==> src/rtl/sliced_add_sequencer.sv <==
// rtl/sliced_add_sequencer.sv - multi-cycle adder/subtractor, one CLA slice per cycle, LSB slice first.
// Optional macro SLICED_ADD_OVF_EN builds signed-overflow capture; otherwise ovf is tied low.
module sliced_add_sequencer #(
  parameter int WIDTH = 32,
  parameter int SLICE = 8
) (
  input  logic             clk,
  input  logic             rst_n,
  input  logic             in_valid,
  output logic             in_ready,
  input  logic             op_sub,
  input  logic [WIDTH-1:0] a,
  input  logic [WIDTH-1:0] b,
  output logic             out_valid,
  input  logic             out_ready,
  output logic [WIDTH-1:0] sum,
  output logic             c_out,
  output logic             zero,
  output logic             ovf
);

  localparam int NSLICE = WIDTH / SLICE;
  localparam int KW = (NSLICE > 1) ? $clog2(NSLICE) : 1;
  localparam logic [KW-1:0] K_LAST = KW'(NSLICE - 1);

  localparam logic [1:0] IDLE = 2'd0;
  localparam logic [1:0] RUN  = 2'd1;
  localparam logic [1:0] DONE = 2'd2;

  // 4-bit carry-lookahead group: returns {carry_out, sum[3:0]}.
  function automatic logic [4:0] cla4(input logic [3:0] x, input logic [3:0] y, input logic cin);
    logic [3:0] g;
    logic [3:0] p;
    logic [4:0] c;
    g = x & y;
    p = x ^ y;
    c[0] = cin;
    c[1] = g[0] | (p[0] & cin);
    c[2] = g[1] | (p[1] & g[0]) | (p[1] & p[0] & cin);
    c[3] = g[2] | (p[2] & g[1]) | (p[2] & p[1] & g[0]) | (p[2] & p[1] & p[0] & cin);
    c[4] = g[3] | (p[3] & g[2]) | (p[3] & p[2] & g[1]) | (p[3] & p[2] & p[1] & g[0])
         | (p[3] & p[2] & p[1] & p[0] & cin);
    return {c[4], p ^ c[3:0]};
  endfunction

  // Groups are chained inside the slice; returns {carry_out, slice_sum}.
  function automatic logic [SLICE:0] slice_add(input logic [SLICE-1:0] x, input logic [SLICE-1:0] y,
                                               input logic cin);
    logic [SLICE:0] r;
    logic [4:0]     grp;
    logic           c;
    r = '0;
    c = cin;
    for (int i = 0; i < SLICE / 4; i++) begin
      grp        = cla4(x[4*i +: 4], y[4*i +: 4], c);
      r[4*i +: 4] = grp[3:0];
      c          = grp[4];
    end
    r[SLICE] = c;
    return r;
  endfunction

  logic [1:0]       state_q, state_d;
  logic [KW-1:0]    k_q, k_d;
  logic             carry_q, carry_d;
  logic [WIDTH-1:0] a_q, a_d;
  logic [WIDTH-1:0] b_q, b_d;
  logic [WIDTH-1:0] sum_q, sum_d;
  logic             c_out_q, c_out_d;
  logic             zero_q, zero_d;
  logic [SLICE:0]   slice_res;

  always_comb begin
    slice_res = slice_add(a_q[int'(k_q)*SLICE +: SLICE], b_q[int'(k_q)*SLICE +: SLICE], carry_q);
  end

  always_comb begin
    state_d = state_q;
    k_d     = k_q;
    carry_d = carry_q;
    a_d     = a_q;
    b_d     = b_q;
    sum_d   = sum_q;
    c_out_d = c_out_q;
    zero_d  = zero_q;
    case (state_q)
      IDLE: begin
        if (in_valid) begin
          a_d     = a;
          b_d     = b ^ {WIDTH{op_sub}};
          carry_d = op_sub;
          k_d     = '0;
          state_d = RUN;
        end
      end
      RUN: begin
        sum_d[int'(k_q)*SLICE +: SLICE] = slice_res[SLICE-1:0];
        carry_d = slice_res[SLICE];
        k_d     = k_q + 1'b1;
        if (k_q == K_LAST) begin
          k_d     = '0;
          c_out_d = slice_res[SLICE];
          zero_d  = (sum_d == '0);
          state_d = DONE;
        end
      end
      DONE: begin
        if (out_ready) begin
          state_d = IDLE;
        end
      end
      default: state_d = IDLE;
    endcase
  end

  always_ff @(posedge clk or negedge rst_n) begin
    if (!rst_n) begin
      state_q <= IDLE;
      k_q     <= '0;
      carry_q <= 1'b0;
      a_q     <= '0;
      b_q     <= '0;
      sum_q   <= '0;
      c_out_q <= 1'b0;
      zero_q  <= 1'b0;
    end else begin
      state_q <= state_d;
      k_q     <= k_d;
      carry_q <= carry_d;
      a_q     <= a_d;
      b_q     <= b_d;
      sum_q   <= sum_d;
      c_out_q <= c_out_d;
      zero_q  <= zero_d;
    end
  end

`ifdef SLICED_ADD_OVF_EN
  logic ovf_q, ovf_d;

  // Carry into the MSB is recovered as a^b^sum at that bit.
  always_comb begin
    ovf_d = ovf_q;
    if (state_q == RUN && k_q == K_LAST) begin
      ovf_d = a_q[WIDTH-1] ^ b_q[WIDTH-1] ^ sum_d[WIDTH-1] ^ slice_res[SLICE];
    end
  end

  always_ff @(posedge clk or negedge rst_n) begin
    if (!rst_n) begin
      ovf_q <= 1'b0;
    end else begin
      ovf_q <= ovf_d;
    end
  end

  assign ovf = ovf_q;
`else
  assign ovf = 1'b0;
`endif

  assign in_ready  = (state_q == IDLE);
  assign out_valid = (state_q == DONE);
  assign sum       = sum_q;
  assign c_out     = c_out_q;
  assign zero      = zero_q;

endmodule
==> config.mk <==
export PLATFORM = sky130hd
export DESIGN_NAME = sliced_add_sequencer
export DESIGN_NICKNAME = d
export VERILOG_FILES = /design/src/rtl/sliced_add_sequencer.sv
export SDC_FILE = /design/constraint.sdc
export NUM_CORES = 1
export LEC_CHECK = 0
export ABC_CLOCK_PERIOD_IN_PS = 4100
export CAP_MARGIN = 30
export CORE_ASPECT_RATIO = 1.75
export CORE_UTILIZATION = 52
export DETAILED_ROUTE_END_ITERATION = 6
export GPL_TIMING_DRIVEN = 0
export PLACE_DENSITY_LB_ADDON = 0.1
export RECOVER_POWER = 100
export SKIP_LAST_GASP = 1
export SLEW_MARGIN = 5
export SYNTH_ARGS = -nofsm -noshare
export SYNTH_HDL_FRONTEND = slang
export SYNTH_SLANG_ARGS = --single-unit
==> constraint.sdc <==
create_clock -name clk -period 4.1 [get_ports clk]
set_input_delay 0.41 -clock clk [delete_from_list [all_inputs] [get_ports clk]]
set_output_delay 0.41 -clock clk [all_outputs]
set_load 0.005 [all_outputs]
Word-level counts from Yosys, hierarchy flattened
Cells that the tools add are included.
- register bits: 103
- bits in latches: 0
- memory bits (writable): 0
- ROM bits: 0
- memories: 0
- add/sub/neg operators: 2
- $mul: 0
- divide/modulo/power cells: 0
- order comparisons: 0
- eq/ne operators: 6
- shifts and indexed selects: 4
- muxes and demuxes: 10
- bitwise logic cells: 59
- reductions and logical operators: 7
- operators by type and width (cell ; number):
    32-bit by 6-bit variable part select with 8-bit output ; 2
    5-bit negator with 33-bit output ; 1
    8-bit by 33-bit variable shift with 32-bit output (first input constant) ; 1
    8-bit by 33-bit variable part select with 32-bit output ; 1
    1-bit AND ; 32
    32-bit bitwise mux ; 1
    32-bit logical NOT ; 1
    32-bit bitwise XOR ; 1
    1-bit OR ; 20
    4-bit bitwise XOR ; 4
    2-bit 2-to-1 mux ; 5
    4-bit AND ; 2
    2-bit case mux with 3 select lines ; 1
    2-bit AND reduction ; 3
    2-bit equality test (second input constant) ; 2
    2-bit inequality test (second input constant) ; 2
    2-bit case mux with 2 select lines ; 1
    3-bit AND reduction ; 1
    2-bit by 1-bit adder with 2-bit output (second input constant) ; 1
    2-bit by 1-bit equality test with 1-bit output (second input constant) ; 1
    2-bit logical NOT ; 1
    2-bit by 1-bit inequality test with 1-bit output (second input constant) ; 1
    1-bit case mux with 2 select lines ; 1
    2-bit nonzero test ; 1
    1-bit 2-to-1 mux ; 1

Logic depth before layout (Yosys ltp)
Gate-level depths: netlist (run 1).
- depth after elaboration: 13
- mapped depth: 14

Least setup slack after synthesis (run 1)
OpenSTA, ideal clock, no wires.
- path kind: register to register
- start point: register k_q[0]
- end point: register zero_q (netlist: zero)
- arrival time: 3728 ps
- required time: 4024 ps
- slack: 296 ps
- cell stages (with the launch flop): 15
- buffers on the path: 2
- period minus slack after synthesis: 3804 ps
- cell sequence: dfrtp_1 > buf_2 > buf_2 > mux4_2 > ha_1 > a211oi_4 > nor2_1 > o21ai_0 > nand2b_1 > fa_1 > xnor2_2 > or4b_1 > o211ai_1 > nand4_1 > o21ai_1
- word-level cells in the longest chain between the ends: 13
- elaborated cells on any way between the ends: 56
- classes of those cells: add/sub (1); eq/ne (1); shift (4); mux (1); bitwise (47); reduce/logical (2)
- ends and longest elaborated chain (element ; RTL line ; text):
    from (decl) ; 64 ; logic [KW-1:0] k_q, k_d;
    from (signal assigned) ; 128 ; k_q <= k_d;
    32-bit by 6-bit variable part select with 8-bit output ; 74 ; slice_res = slice_add(a_q[int'(k_q)*SLICE +: SLICE], b_q[int'(k_q)*SLICE +: SLICE], carry_q);
    4-bit bitwise XOR / 4-bit AND (equally long branches) ; 36, 35 ;
    1-bit AND (on tied branches) ; 41, 42 ;
    1-bit OR, or another cell as far along (2 in a row) ; 41 ; c[4] = g[3] | (p[3] & g[2]) | (p[3] & p[2] & g[1]) | (p[3] & p[2] & p[1] & g[0])
    1-bit OR / 1-bit AND (equally long branches) ; 41, 42 ;
    1-bit OR ; 42 ; | (p[3] & p[2] & p[1] & p[0] & cin);
    1-bit AND (on tied branches) ; 38, 39, 40 ;
    1-bit OR (on tied branches) ; 38, 39, 40 ;
    4-bit bitwise XOR ; 43 ; return {c[4], p ^ c[3:0]};
    8-bit by 33-bit variable part select with 32-bit output ; 97 ; sum_d[int'(k_q)*SLICE +: SLICE] = slice_res[SLICE-1:0];
    32-bit bitwise mux ; 97 ;
    32-bit logical NOT ; 103 ; zero_d = (sum_d == '0);
    to (signal assigned) ; 134 ; zero_q <= zero_d;
    to (decl) ; 70 ; logic zero_q, zero_d;
Several ways; a longest one is shown, not always the timed one.
A chain may end at the register's enable or synchronous reset.

Final worst setup path (run 1)
Ends and elaborated chain as after synthesis.

==> metrics.txt, run 1 <==
status=finished, violations left; failing checks=capacitance limit, slew limit; Die Width=77.3 microns; CTS tree=built; Diodes inserted=0; setup repair after global routing missed its margin=false; Clock Power Share=13.1%; largest net degree at the start of global routing=55; final setup violation count=0; Final Non-Filler Cells=681; final count of pins violating max slew=55; CTS Buf Count=9; CP Data Required Time=4.38 ns; synth top area cells=dfrtp_1 (50%), mux2_2 (7.0%), mux4_2 (7.0%); switching share of power=43.6%; RR Startpoint=k_q[0]; layout cells sized above 1=14.3%; R2R cell count=14; Synthesis Warnings=0; Hold Crit Endpoint=a_q[5]; Port Buffers=103; Seq/Total Area, Yosys=49.9%; clock root cell=clkbuf_16; clk_skew=0.00447 ns; # Max-Cap Violations=1; Highest Clock Rate=0.257 GHz; pwr dens=988 nW/um^2; number of enable flip-flop cells after synthesis=0; vias in the first global route=4197; hold slack=0.502 ns; Pwr Total=6.59 mW; Yosys cell types=53; #FFs+latches synth=103; critical path startpoint category=flop; H-tree Lvls=3; Top FF cell, synth=dfrtp_1; first-pass GRT wire length=20600 microns; count of standard-cell rows=47; CP bufs+invs=2; CP Depth=14; slowest CP cell=mux4_2; initial DRC count=175; area grow syn2layout=29.2%; CP Max Fanout=10; area of the mapped netlist=5160 sq um; DR vias/cell=5.82; P_sw=2.87 mW; RR Endpoint=zero; area of the multi-input gates=2470 sq um; DP Cell Count=664; share of the synthesized area in the top cell type=49.9%; Nets=640; crit path DAT=4.17 ns; Final period util=94.8%; post-synthesis async set-or-reset flop share=100%; post-route ant nets=0; DR DRC count=0; type of the worst setup path=flop to flop; Reg2Reg Setup Slack=0.21 ns; Reg power frac=26.6%; core area=9530 sq um; headroom to the max-slew limit=-85.2%; Die Height=134 microns; Comb pwr share=60.3%; Clk Latency, worst-skew pair=0.35 ns; peak supply drop=0.700 mV; WHS Path Cells=1; clock buffer depth=2; CP startpoint=k_q[0]; HPWL after DPL=9810 microns; Initial Util=54.2%; vias=3963; Cells after Synth=438; CP Capture Type=flop; WL per Instance=18.9 microns; die area=10300 sq um; hold path start=a_q[5]; Hold Buf Count CTS=0; Synth area leader=dfrtp_1; gpl congestion=0.882; FILL cells=767; Total Routing Usage GR=26.7%; grt ovf=0; crit path time final=3.89 ns; worst slew pin tran=2.78 ns; worst min path class=flop to flop; I/O Pins=106; P_leak=2.78 nW; internal power=3.72 mW; post-layout util=70.0%; Mean Syn Cell Area=11.8 sq um; CP max stage delay=0.59 ns; routed wire length=12900 microns; post-synth net total=523; initial antenna violation count=0; sequence of cells on the critical path=clkbuf_4 > buf_8 > mux4_2 > ha_1 > a211oi_4 > nor2_1 > o21ai_0 > nand2b_1 > fa_2 > xnor2_4 > or4b_1 > o211ai_1 > nand4_1 > o21ai_1; clock-pin transition on the worst setup and hold timing paths=0.07 ns; CP top delay family=simple AND/OR/NAND/NOR gates; # clock sinks=103; drt first pass iters=5; Final Hold Viols=0; Sequential cell area=2580 sq um
cells in the mapped netlist, types with 2 or more instances:
| cell | n |
|---|---|
| buf_1 | 5 |
| o211ai_1 | 2 |
| a22o_1 | 21 |
| mux2_2 | 32 |
| nand2_1 | 27 |
| a22oi_1 | 2 |
| inv_1 | 4 |
| nand2b_1 | 8 |
| buf_2 | 15 |
| mux4_2 | 16 |
| o21ai_0 | 13 |
| o2111ai_1 | 2 |
| nor3_1 | 6 |
| o21bai_1 | 4 |
| xnor2_1 | 35 |
| clkbuf_1 | 2 |
| o31ai_1 | 2 |
| nor4_1 | 5 |
| nand3b_1 | 2 |
| fa_1 | 2 |
| o21ai_1 | 4 |
| nor2_1 | 46 |
| a21oi_1 | 38 |
| dfrtp_1 | 103 |
| ha_1 | 14 |
power by group through the flow:
stage          Sequential (mW)  Combinational (mW)  Clock (mW)
2_1_floorplan             1.69                2.55           0
3_5_place_dp              1.77                3.80           0
3_3_place_gp              1.74                3.71           0
4_1_cts                   1.76                3.96       0.877
5_1_grt                   1.80                4.23       0.916
6_report                  1.75                3.97       0.866
worst max-delay path by stage:
stage,end,slack [ns]
2_1_floorplan,zero,0.30
3_3_place_gp,b_q[25],-1.11
3_5_place_dp,zero,-0.28
4_1_cts,zero,0.11
5_1_grt,zero,0.01
6_report,zero,0.21
cells in the final DEF (no fill, tap or decap), types with 8 or more instances in the layout:
master,count
dfrtp_1,103
mux2_2,32
dlygate4sd3_1,37
mux4_2,16
ha_1,14
nor2_1,46
clkbuf_16,9
nand2_1,27
xnor2_1,35
clkdlybuf4s50_1,65
a22o_1,21
o21ai_0,14
a21oi_1,38
nand2b_1,8
clkbuf_1,15
registers in the layout (all words and copies together), names as in the netlist:
register and count:
carry_q 1, sum 32, b_q 32, a_q 32, zero 1, c_out 1, k_q 2, state_q 2
stage by stage:
stage               setup slack, ns  setup TNS (ns)  cell area [sq um]
floorplan                     0.296               0               5160
global placement              -1.11         -113.88               6350
detailed placement           -0.283          -0.283               6370
CTS                           0.105               0               6700
global route                 0.0129               0               6670
finish                        0.212               0               6670
area by class of cell:
cell class | count | area share, %
tap | 122 | 2.29
sequential | 103 | 38.6
clock buffer | 12 | 3.85
clock inverter | 3 | 0.638
timing repair buffer | 106 | 15.7
inverter | 4 | 0.225
buffer | 23 | 1.67
multi-input combinational | 308 | 37.0
kinds of logic after synthesis:
family          share of synthesized area [%]
xor+xnor                                 6.25
other cells                            0.0726
flops                                    49.9
mux                                      14.2
buf+inv                                  2.40
compound gates                           12.7
simple gates                             10.3
fa+ha+maj                                4.17
worst register-to-register path: cells and delay by family, from the launching register on:
kind / cells / cell delay, ns
buf+inv: 2 / 0.42
mux: 1 / 0.60
flops: 1 / 0.41
fa+ha+maj: 2 / 0.74
xor+xnor: 1 / 0.18
simple gates: 4 / 0.77
compound gates: 4 / 0.71
repair_timing:
action | 4_1_cts | 5_1_grt
endpoints found under the setup margin | 1 | 1
gates cloned | 0 | 0
buffers inserted | 1 | 1
resized for setup | 4 | 3
pin swaps | 1 | 1
hold endpoints to repair | 0 | 0
per-layer routing:
metal / up-vias / GRT usage, % / routed length [microns]
met3: 46 / 4.01 / 437
met4: 0 / 19.5 / 795
met5: - / 0 / 0
li1: 1821 / - / -
met2: 144 / 48.7 / 7210
met1: 1952 / 27.0 / 4440
Power figures use the tool's default switching activity.
==> inputs of run 2 (changes only) <==
--- a/config.mk
+++ b/config.mk
@@ -5,10 +5,10 @@
 export SDC_FILE = /design/constraint.sdc
 export NUM_CORES = 1
 export LEC_CHECK = 0
-export ABC_CLOCK_PERIOD_IN_PS = 4100
+export ABC_CLOCK_PERIOD_IN_PS = 3300
 export CAP_MARGIN = 30
 export CORE_ASPECT_RATIO = 1.75
-export CORE_UTILIZATION = 52
+export CORE_UTILIZATION = 47
 export DETAILED_ROUTE_END_ITERATION = 6
 export GPL_TIMING_DRIVEN = 0
 export PLACE_DENSITY_LB_ADDON = 0.1
==> constraint.sdc (replaced) <==
create_clock -name clk -period 3.3 [get_ports clk]
set_input_delay 0.33 -clock clk [delete_from_list [all_inputs] [get_ports clk]]
set_output_delay 0.33 -clock clk [all_outputs]
set_load 0.005 [all_outputs]
==> run 2 against run 1 <==
The run ends with capacitance limit, slew limit, setup timing left. Largest power group unchanged. Power rose by 33%. Clock-buffer cell count shrank 1. Sequential share of layout area decreased by 1.3 points. Via count fell by 0.20%. Combinational power increased by 38%. Worst setup slack got worse by 0.38 ns. Maximum frequency up 12%. Clock skew increased by 0.0030 ns.
==> metrics.txt, run 2 (synthesized netlist as in run 1, its figures left out) <==
Clk Latency, worst-skew pair=0.34 ns; commonest non-fill, non-tap cell in the layout=dfrtp_1; die area=11400 sq um; CP max stage delay=0.57 ns; clock buffer depth=2; P_leak=2.79 nW; count of standard-cell rows=50; drt first pass iters=4; final setup violation count=1; critical path startpoint category=flop; vias in the first global route=4164; CP Max Fanout=6; setup TNS=-0.168 ns; peak supply drop=0.908 mV; CP Capture Type=flop; crit path setup slack, layout=-0.168 ns; post-route ant nets=0; final count of pins violating max slew=42; clock-pin transition on the worst setup and hold timing paths=0.07 ns; initial antenna violation count=0; largest net degree at the start of global routing=63; layout cells sized above 1=18.7%; Final Hold Viols=0; gpl congestion=0.905; clock root cell=clkbuf_16; most frequent CP cell=o21ai_1; grt ovf=0; RR Startpoint=k_q[0]; DR vias/cell=5.67; placed cell areas=6420 sq um; area grow syn2layout=33.8%; crit path DAT=3.74 ns; headroom to the max-slew limit=-55.2%; Diodes inserted=0; # clock sinks=103; first-pass GRT wire length=21200 microns; Die Height=141 microns; failing checks=capacitance limit, slew limit, setup timing; hold path start=op_sub; CP bufs+invs=2; WL per Instance=18.8 microns; Design Area, Final=6910 sq um; DR DRC count=0; CP top delay family=adder cells; slowest CP cell=mux4_2; Nets=648; initial DRC count=206; FILL cells=887; Die Width=81.2 microns; Final period util=105%; worst min path class=primary input to flop; core area=10700 sq um; HPWL after DPL=9890 microns; H-tree Lvls=3; CP Data Required Time=3.57 ns; pwr dens=1270 nW/um^2; CTS tree=built; pre-CTS WS=-0.840 ns; most frequent cells in the layout=dfrtp_1 (103), clkdlybuf4s50_1 (102), nor2_1 (45), a21oi_1 (38), xnor2_1 (34); Initial Util=48.3%; vias=3955; clk_skew=0.00750 ns; Port Buffers=103; I/O Pins=106; CTS Buf Count=9; Highest Clock Rate=0.288 GHz; worst slew pin tran=2.33 ns; Total Routing Usage GR=25.4%; setup repair after global routing missed its margin=true; sequence of cells on the critical path=buf_6 > buf_12 > mux4_2 > ha_2 > o21ai_4 > nor2_2 > o21ai_1 > nand2b_1 > fa_2 > a22o_1 > a211oi_1 > nand4_1 > o21ai_1; crit path time final=3.47 ns; type of the worst setup path=flop to flop; # Max-Cap Violations=1; routed wire length=13200 microns; status=finished, violations left; CP startpoint=k_q[0]
==> run 2: per-stage QoR <==
stage | total power, mW | instances | hold slack, ns | utilization [%]
floorplan | 5.38 | 438 | 0.0344 | -
global route | 9.31 | 698 | 0.522 | 64.6
CTS | 8.77 | 698 | 0.500 | 64.6
finish | 8.79 | 698 | 0.500 | 64.6
detailed placement | 7.04 | 672 | 0.359 | 60.0
global placement | 6.91 | 671 | 0.485 | 59.8
==> run 2: report_power, final <==
part           switching (mW)  total, mW  internal, mW
sequential              0.353       2.18          1.83
clock                   0.454       1.14         0.685
combinational            2.93       5.47          2.54
total                    3.73       8.79          5.05
==> run 2: final timing paths <==
path                           end  slack [ns]  depth (start not counted)
max reg2reg                   zero       -0.17                         13
min in group asynchronous   a_q[4]        1.23                          2
min reg2reg                a_q[22]        0.50                          1
min                        b_q[31]        0.50                          3
max                           zero       -0.17                         13
max in group asynchronous  b_q[12]        0.74                          2
==> run 2: per-layer routing <==
layer	vias up	routed length, microns	GRT usage, %
met1	1958	4530	26.4
met3	40	452	4.01
li1	1835	-	-
met4	0	639	14.5
met2	122	7530	46.4
met5	-	0	0
==> run 2: worst min-delay path, delay by kind of cell <==
family | cells | cell delay [ns]
xor gates and xnor gates | 1 | 0.22
AOI/OAI and AO/OA | 1 | 0.07
buffers and inverters | 1 | 0.18
==> run 2: layout make-up <==
cell class | count | area (sq um) | share of cell area (%)
Sequential cell | 103 | 2580 | 37.3
Multi-Input combinational cell | 308 | 2530 | 36.6
Timing Repair Buffer | 115 | 1160 | 16.8
Clock buffer | 11 | 243 | 3.51
Tap cell | 130 | 163 | 2.35
Buffer | 22 | 138 | 1.99
Clock inverter | 5 | 81.3 | 1.18
Inverter | 4 | 15.0 | 0.217
==> run 2: repair_timing <==
action	CTS	global route
endpoints found under the hold margin	41	0
resized for setup	11	1
gates cloned	1	0
hold buffers	1	0
endpoints found under the setup margin	13	5
setup buffers	8	1
pin swaps	5	1
==> inputs of run 3 (changes only) <==
--- a/config.mk
+++ b/config.mk
@@ -5,12 +5,14 @@
 export SDC_FILE = /design/constraint.sdc
 export NUM_CORES = 1
 export LEC_CHECK = 0
-export ABC_CLOCK_PERIOD_IN_PS = 3300
+export ABC_CLOCK_PERIOD_IN_PS = 3900
 export CAP_MARGIN = 30
 export CORE_ASPECT_RATIO = 1.75
-export CORE_UTILIZATION = 47
+export CORE_UTILIZATION = 55
 export DETAILED_ROUTE_END_ITERATION = 6
+export DONT_BUFFER_PORTS = 1
 export GPL_TIMING_DRIVEN = 0
+export HOLD_SLACK_MARGIN = 0.02
 export PLACE_DENSITY_LB_ADDON = 0.1
 export RECOVER_POWER = 100
 export SKIP_LAST_GASP = 1
==> constraint.sdc (replaced) <==
create_clock -name clk -period 3.9 [get_ports clk]
set_input_delay 0.39 -clock clk [delete_from_list [all_inputs] [get_ports clk]]
set_output_delay 0.39 -clock clk [all_outputs]
set_load 0.005 [all_outputs]
==> run 3 against run 2 <==
The run ends with capacitance limit, slew limit left. Utilization shrank 2.4 points. Worst hold slack lost 0.33 ns. Register-to-register slack gained 0.37 ns. Global-route usage grew 1.3 points. Non-clock buffer count shrank 108. Die area shrank 14%. Clock-buffer cell count grew 3. Final cell count shrank 17%. Worst setup slack gained 0.37 ns. Critical endpoint unchanged.
==> metrics.txt, run 3 (synthesized netlist as in run 1, its figures left out) <==
DR vias/cell=6.08; Die Height=130 microns; crit path time final=3.70 ns; clock root cell=clkbuf_16; headroom to the max-slew limit=-66.2%; initial DRC count=104; CP startpoint=k_q[0]; gpl congestion=0.912; I/O Pins=106; CP Capture Type=flop; drt first pass iters=4; vias in the first global route=3758; CP Max Fanout=10; failing checks=capacitance limit, slew limit; largest net degree at the start of global routing=104; core area=9090 sq um; Highest Clock Rate=0.270 GHz; Nets=540; most frequent cells in the layout=dfrtp_1 (103), nor2_1 (46), a21oi_1 (38), xnor2_1 (35), mux2_2 (32); DP Cell Count=558; CP Data Required Time=4.17 ns; DR DRC count=0; setup repair after global routing missed its margin=false; layout cells sized above 1=17.6%; Clk Latency, worst-skew pair=0.34 ns; worst min path class=primary input to flop; end of the critical path=zero; type of the worst setup path=flop to flop; RR Startpoint=k_q[0]; H-tree Lvls=3; crit path DAT=3.97 ns; grt ovf=0; Port Buffers=0; Design Area, Final=5650 sq um; worst slew pin tran=2.49 ns; # Max-Cap Violations=1; RR Endpoint=zero; Initial Util=56.8%; R2R cell count=14; area grow syn2layout=9.48%; Total Routing Usage GR=26.7%; CTS tree=built; post-layout util=62.1%; CTS Buf Count=9; die area=9790 sq um; WL per Instance=20.9 microns; Final Non-Filler Cells=580; Die Width=75.2 microns; Reg2Reg Setup Slack=0.20 ns; final count of pins violating max slew=104; critical path startpoint category=flop; Diodes inserted=0; HPWL after DPL=9120 microns; # clock sinks=103; final setup violation count=0; FILL cells=793; commonest non-fill, non-tap cell in the layout=dfrtp_1; Final period util=94.9%; clock buffer depth=2; placed cell areas=5310 sq um; initial antenna violation count=0; WHS Path Cells=1; Final Hold Viols=0; post-route ant nets=0; routed wire length=12100 microns; status=finished, violations left; first-pass GRT wire length=18800 microns; count of standard-cell rows=46; clock-pin transition on the worst setup and hold timing paths=0.07 ns; clk_skew=0.00650 ns; vias=3524
[run 3: changes by cell type in the layout (fill, tap and decap cells not counted), moves of 2 or more]
cell | previous run | this run
buf_2 | 11 | 4
clkdlybuf4s50_1 | 102 | 0
bufinv_16 | 2 | 0
buf_4 | 11 | 4
ha_2 | 2 | 0
clkbuf_1 | 3 | 16
clkbuf_2 | 0 | 2
buf_1 | 5 | 2
ha_1 | 10 | 14
clkbuf_4 | 0 | 2
ha_4 | 2 | 0
[run 3: worst max-delay path, stage by stage (launching register included)]
cell and delay, ns:
dfrtp_1 0.40, buf_4 0.20, buf_12 0.17, mux4_2 0.55, ha_1 0.35, a211oi_4 0.26, nor2_1 0.11, o21ai_1 0.14
nand2b_1 0.09, fa_2 0.39, xnor2_4 0.18, or4b_1 0.44, o211ai_1 0.10, nand4_1 0.11, o21ai_1 0.13
[run 3: layout make-up]
type                            count  area (sq um)  area share [%]
Buffer                             23           120            2.13
Inverter                            4          15.0           0.266
Clock inverter                      2          15.0           0.266
Timing Repair Buffer                6          41.3           0.731
Multi-Input combinational cell    308          2470            43.7
Tap cell                          120           150            2.66
Clock buffer                       14           264            4.67
Sequential cell                   103          2580            45.6
[run 3: layer usage]
metal / part of all wire, % / vias to the layer above / wire length (microns) / global-route usage (%)
li1: - / 1608 / - / -
met1: 35 / 1750 / 4220 / 28.3
met2: 56 / 123 / 6730 / 46.6
met3: 4.6 / 43 / 559 / 5.41
met4: 5.1 / 0 / 612 / 17.5
met5: 0 / - / 0 / 0
[run 3: repair_timing]
| action | 4_1_cts | 5_1_grt |
|---|---|---|
| hold buffers | 2 | 0 |
| pin swaps | 2 | 0 |
| hold endpoints to repair | 103 | 0 |
| setup endpoints to repair | 1 | 1 |
| buffers inserted | 2 | 2 |
| gates resized for setup | 7 | 4 |
| gates cloned | 0 | 0 |
[run 3: stage by stage]
step	hold slack, ns	worst slack [ns]	TNS, ns
3_3_place_gp	0.0976	-0.490	-0.490
2_1_floorplan	0.0944	0.0957	0
3_5_place_dp	0.0969	-0.566	-0.566
4_1_cts	0.163	0.0155	0
6_report	0.167	0.201	0
5_1_grt	0.160	0.0250	0
[run 3: worst min path at each step]
stage               from          to  slack, ns
2_1_floorplan      rst_n      a_q[0]       0.09
3_3_place_gp       rst_n     sum[23]        0.1
3_5_place_dp       rst_n     sum[16]        0.1
4_1_cts        out_ready  state_q[1]       0.16
5_1_grt        out_ready  state_q[1]       0.16
6_report       out_ready  state_q[1]       0.17
Power of run 3 is left out: the tool's default activity adds up to more than one toggle a clock period on the data nets, which glitch-free logic cannot reach.
